**src/rtl/demux_router.sv**
```systemverilog
// demux_router
//   1-to-NUM_OUT demultiplexer. Each accepted input word goes to the output
//   channel named by in_sel. Every channel holds one registered entry with its
//   own valid/ready handshake. A word whose select is out of range is always
//   accepted and then discarded; a one-cycle pulse and a saturating counter
//   record each such drop.
//
// Ports
//   clk         rising-edge clock
//   rst_n       asynchronous reset, active low
//   in_valid    upstream word valid
//   in_ready    upstream word accepted this cycle (combinational on in_sel/out_ready)
//   in_sel      destination channel index
//   in_data     upstream word
//   out_valid   per-channel entry valid
//   out_ready   per-channel consumer ready
//   out_data    channel k on bits [k*DATA_W +: DATA_W]
//   drop_pulse  high for the cycle after an out-of-range word is accepted
//   drop_count  saturating count of dropped words
module demux_router #(
  parameter int NUM_OUT = 31,
  parameter int DATA_W  = 2,
  parameter int SEL_W   = 5,
  parameter int CNT_W   = 8
) (
  input  logic                        clk,
  input  logic                        rst_n,
  input  logic                        in_valid,
  output logic                        in_ready,
  input  logic [SEL_W-1:0]            in_sel,
  input  logic [DATA_W-1:0]           in_data,
  output logic [NUM_OUT-1:0]          out_valid,
  input  logic [NUM_OUT-1:0]          out_ready,
  output logic [NUM_OUT*DATA_W-1:0]   out_data,
  output logic                        drop_pulse,
  output logic [CNT_W-1:0]            drop_count
);

  localparam logic [SEL_W:0]   LP_NUM_OUT = NUM_OUT[SEL_W:0];
  localparam logic [CNT_W-1:0] LP_CNT_MAX = '1;

  logic [NUM_OUT-1:0]        w_hit;
  logic [NUM_OUT-1:0]        w_load;
  logic [NUM_OUT-1:0]        w_drain;
  logic                      w_illegal;
  logic                      w_accept;

  logic [NUM_OUT-1:0]        r_valid;
  logic [NUM_OUT*DATA_W-1:0] r_data;
  logic                      r_drop_pulse;
  logic [CNT_W-1:0]          r_drop_count;

  // Extra top bit so the compare stays correct when NUM_OUT == 2**SEL_W.
  assign w_illegal = ({1'b0, in_sel} >= LP_NUM_OUT);

  // One-hot decode of the select; all zero for an out-of-range select.
  always_comb begin
    w_hit = '0;
    for (int k = 0; k < NUM_OUT; k++) begin
      w_hit[k] = (in_sel == k[SEL_W-1:0]);
    end
  end

  // A channel can take a word when it is empty or is being drained this edge,
  // which gives one word per cycle per channel.
  assign in_ready = w_illegal | (|(w_hit & (~r_valid | out_ready)));
  assign w_accept = in_valid & in_ready;
  assign w_load   = {NUM_OUT{w_accept}} & w_hit;
  assign w_drain  = r_valid & out_ready;

  always_ff @(posedge clk or negedge rst_n) begin
    if (!rst_n) begin
      r_valid <= '0;
      r_data  <= '0;
    end else begin
      for (int k = 0; k < NUM_OUT; k++) begin
        // Load wins over drain so a same-edge drain and refill keeps valid high.
        if (w_load[k]) begin
          r_valid[k]                    <= 1'b1;
          r_data[k*DATA_W +: DATA_W]    <= in_data;
        end else if (w_drain[k]) begin
          r_valid[k]                    <= 1'b0;
        end
      end
    end
  end

  always_ff @(posedge clk or negedge rst_n) begin
    if (!rst_n) begin
      r_drop_pulse <= 1'b0;
      r_drop_count <= '0;
    end else begin
      r_drop_pulse <= w_accept & w_illegal;
      if (w_accept && w_illegal && (r_drop_count != LP_CNT_MAX)) begin
        r_drop_count <= r_drop_count + 1'b1;
      end
    end
  end

  assign out_valid  = r_valid;
  assign out_data   = r_data;
  assign drop_pulse = r_drop_pulse;
  assign drop_count = r_drop_count;

endmodule

```
**config.mk**
```make
export PLATFORM = sky130hd
export DESIGN_NAME = demux_router
export DESIGN_NICKNAME = d
export VERILOG_FILES = /design/src/rtl/demux_router.sv
export SDC_FILE = /design/constraint.sdc
export NUM_CORES = 1
export LEC_CHECK = 0
export BUFFER_PORTS_ARGS = -buffer_cell sky130_fd_sc_hd__buf_2
export CORE_AREA = 4 4 150 80
export CTS_BUF_LIST = sky130_fd_sc_hd__clkbuf_4 sky130_fd_sc_hd__clkbuf_8
export CTS_CLUSTER_SIZE = 40
export DETAILED_ROUTE_END_ITERATION = 7
export DIE_AREA = 0 0 154 84
export PLACE_DENSITY = 0.8
export SKIP_CTS_REPAIR_TIMING = 1
export SYNTH_ARGS = -nofsm -noshare
export SYNTH_HDL_FRONTEND = slang
export SYNTH_SLANG_ARGS = --single-unit
```
**constraint.sdc**
```tcl
create_clock -name clk -period 2.8 [get_ports clk]
set_clock_uncertainty 0.2 [all_clocks]
set_input_delay 0.14 -clock clk [delete_from_list [all_inputs] [get_ports clk]]
set_output_delay 0.14 -clock clk [all_outputs]
set_load 0.01 [all_outputs]
```
==> out/qor.csv <==
stage;metric;value;unit
yosys;Avg Inst Size Synth;11.8;µm²
clocking;CTS tree;built;
timing;Slew Limit Headroom;54.1;%
grt;global-route wire length before repair;21.0;mm
route;post-route ant nets;0;
place;IO buf count;143;
layout;layout cell share with drive strength beyond 1;35.2;%
clocking;Worst-path clk slew;0.10;ns
floorplanning;die height;84;µm
yosys;Synth Cell Area;4710;µm²
floorplanning;# rows;27;
route;DRC Markers;0;
yosys;Most used DFF post-synth;dfrtp_1;
timing;Worst-Margin Slew;0.688;ns
worst_setup_path;CP Launch Type;input port;
route;Vias;3715;
grt;largest net degree at the start of global routing;53;
power_and_ir_drop;PD cells;573;nW/µm²
timing;post-layout minimum cycle time;2.68;ns
worst_setup_path;Critical Path AT;2.34;ns
layout;number of diodes;0;
flow_run;# Max-Cap Violations;0;
yosys;Yosys warnings;0;
timing;Hold Vio Cnt, Final;0;
grt;number of global-route vias before repair;3748;
place;hpwl dp;9.99;mm
floorplanning;Placeable Area;10700;µm²
yosys;Syn Nets;442;
timing;period utilization;95.7;%
floorplanning;Initial Util;44.0;%
yosys;asr flop ratio synth;100;%
power_and_ir_drop;Peak supply drop;0.310;mV
timing;Fmax;0.373;GHz
timing;RSZ-0062 raised after global routing;no;
place;Post-Place Cells;674;
timing;final setup violation count;0;
yosys;Distinct cells, synth;43;
grt;initial antenna violation count;1;
layout;Filler cells;946;
layout;Post-layout nets;614;
timing;max-slew violations;0;
layout;final non-filler cell total;722;
worst_hold_path;worst hold path class;input port to register;
worst_setup_path;kind of critical path;input port to output port;
yosys;Area contributors post-synth;dfrtp_1 54%, mux2_1 15%, o21ai_2 5.4%, nor2_1 2.9%, nand2b_1 2.4%;
worst_setup_path;Crit path required time;2.46;ns
clocking;clock net sink count;102;
yosys;Post-Synthesis Cells;400;
clocking;CTS Buffer Depth;2;
yosys;Synth area leader;dfrtp_1;
grt;grt ovf;0;
yosys;share of the synthesized area in the top cell type;54.2;%
worst_setup_path;CP Max Fanout;22;
worst_setup_path;CP Capture Type;output port;
route;vias per cell;5.15;
clocking;Clock Latency Late Sink;0.37;ns
route;drt wl/cell;18.3;µm
yosys;number of synthesized flops with an enable pin;0;
route;Routed WL;13.2;mm
clocking;cts bufs inserted;9;
yosys;register area share after synthesis;54.2;%
clocking;clk root buf;clkbuf_8;
yosys;#FFs+latches synth;102;
timing;final setup TNS;0;ns
power_and_ir_drop;P_leak;0.00313;µW
route;DR iter-0 viols;222;
status;outcome;finished clean;
floorplanning;die footprint;12900;µm²
floorplanning;Die Width;154;µm
grt;GRT Overall Usage;21.0;%
clocking;H-tree Lvls;3;
place;Placer Congestion;0.803;
route;TritonRoute pass-1 iters;4;
layout;Synth-to-Final Area Change;29.9;%
floorplanning;I/O pins;144;
[Yosys cell counts (all sizes together), types with 2 or more instances]
| cell type | n |
|---|---|
| nand3b | 2 |
| o311a | 2 |
| nand2 | 9 |
| mux2 | 63 |
| clkbuf | 12 |
| xor2 | 3 |
| nor3b | 2 |
| nand4bb | 5 |
| nand4 | 4 |
| nor2 | 37 |
| nand4b | 3 |
| o22ai | 5 |
| inv | 22 |
| dfrtp | 102 |
| or2 | 2 |
| xnor2 | 3 |
| or4b | 3 |
| nor2b | 18 |
| nand2b | 18 |
| buf | 9 |
| nand3 | 3 |
| a21oi | 10 |
| nor4 | 2 |
| o21ai | 49 |
[kinds of logic (layout without fill, tap and decap cells)]
family	Yosys count	after routing	synth area share, %
compound gates	73	73	11.4
xor+xnor	6	6	1.12
fa+ha+maj	1	1	0.265
buf+inv	43	220	4.22
flops	102	102	54.2
mux	64	64	15.3
simple gates	111	111	13.5
[registers in the layout, indices dropped and copies added (netlist names)]
register and count:
drop_count 8, drop_pulse 1, out_data 62, out_valid 31
[critical path: stages]
cell and delay (ns):
dlygate4sd3_1 0.53, buf_2 0.12, nor2b_1 0.35, o22ai_2 0.13, nor4b_2 0.36, o211ai_4 0.14, buf_12 0.19, or2_1 0.22
buf_2 0.15
[layout by cell type, fill, tap and decap left out, types with 3 or more instances in the layout]
cell type,synthesis,layout
buf_2,3,142
dfrtp_1,102,102
mux2_1,62,62
nor2_1,37,37
dlygate4sd3_1,0,32
o21ai_2,29,29
inv_1,22,22
nor2b_1,18,18
nand2b_1,18,18
o21ai_1,18,18
a21oi_1,10,10
nand2_1,9,9
clkbuf_8,0,9
nand4bb_1,5,5
buf_4,3,5
o22ai_1,4,4
nand4_1,4,4
or4b_1,3,3
nand4b_1,3,3
nand3_1,3,3
xor2_1,3,3
xnor2_1,3,3
[per-stage QoR]
stage	hold slack [ns]	setup WS (ns)	utilization (%)	area, µm²	power, µW
3_3_place_gp	0.0136	0.183	52.1	5580	2520
3_5_place_dp	0.0279	0.0643	52.1	5580	2560
2_1_floorplan	-0.356	0.492	-	4710	2180
4_1_cts	-0.390	0.0424	54.1	5790	3520
6_report	0.117	0.119	57.2	6120	3510
5_1_grt	0.134	0.0430	57.2	6120	3720
[per-layer routing]
layer / wire length (µm) / vias to the layer above / track usage, %
met5: 63 / - / 3.17
met4: 73 / 4 / 4.57
met3: 1300 / 8 / 7.87
met2: 5440 / 148 / 27.8
met1: 6360 / 1811 / 32.0
li1: - / 1744 / -
[layout make-up]
type	instances	area [µm²]	share of cell area (%)
Tap cell	145	181	2.96
Timing Repair Buffer	182	1120	18.3
Multi-Input combinational cell	255	1980	32.3
Sequential cell	102	2550	41.7
Inverter	22	82.6	1.35
Clock buffer	9	124	2.02
Clock inverter	7	82.6	1.35
[final timing paths]
kind                               start             to  slack [ns]  depth (start not counted)
setup reg to reg            out_valid[5]   out_data[12]        0.17                          7
max in group asynchronous          rst_n   out_valid[8]        1.53                          3
setup / recovery            out_ready[5]       in_ready        0.12                          9
min in group asynchronous          rst_n   out_data[58]        0.14                          2
hold reg to reg            drop_count[5]  drop_count[5]        0.29                          1
hold / removal                 in_sel[0]  out_valid[27]        0.12                          5
[where the power goes]
part	leakage, µW	internal (µW)	total (µW)	switching, µW
combinational	0.00167	342	764	421
clock	0.0000980	425	950	525
sequential	0.00136	1670	1790	121
total	0.00313	2440	3510	1070
Note: power is estimated with default switching activity, not from simulation.
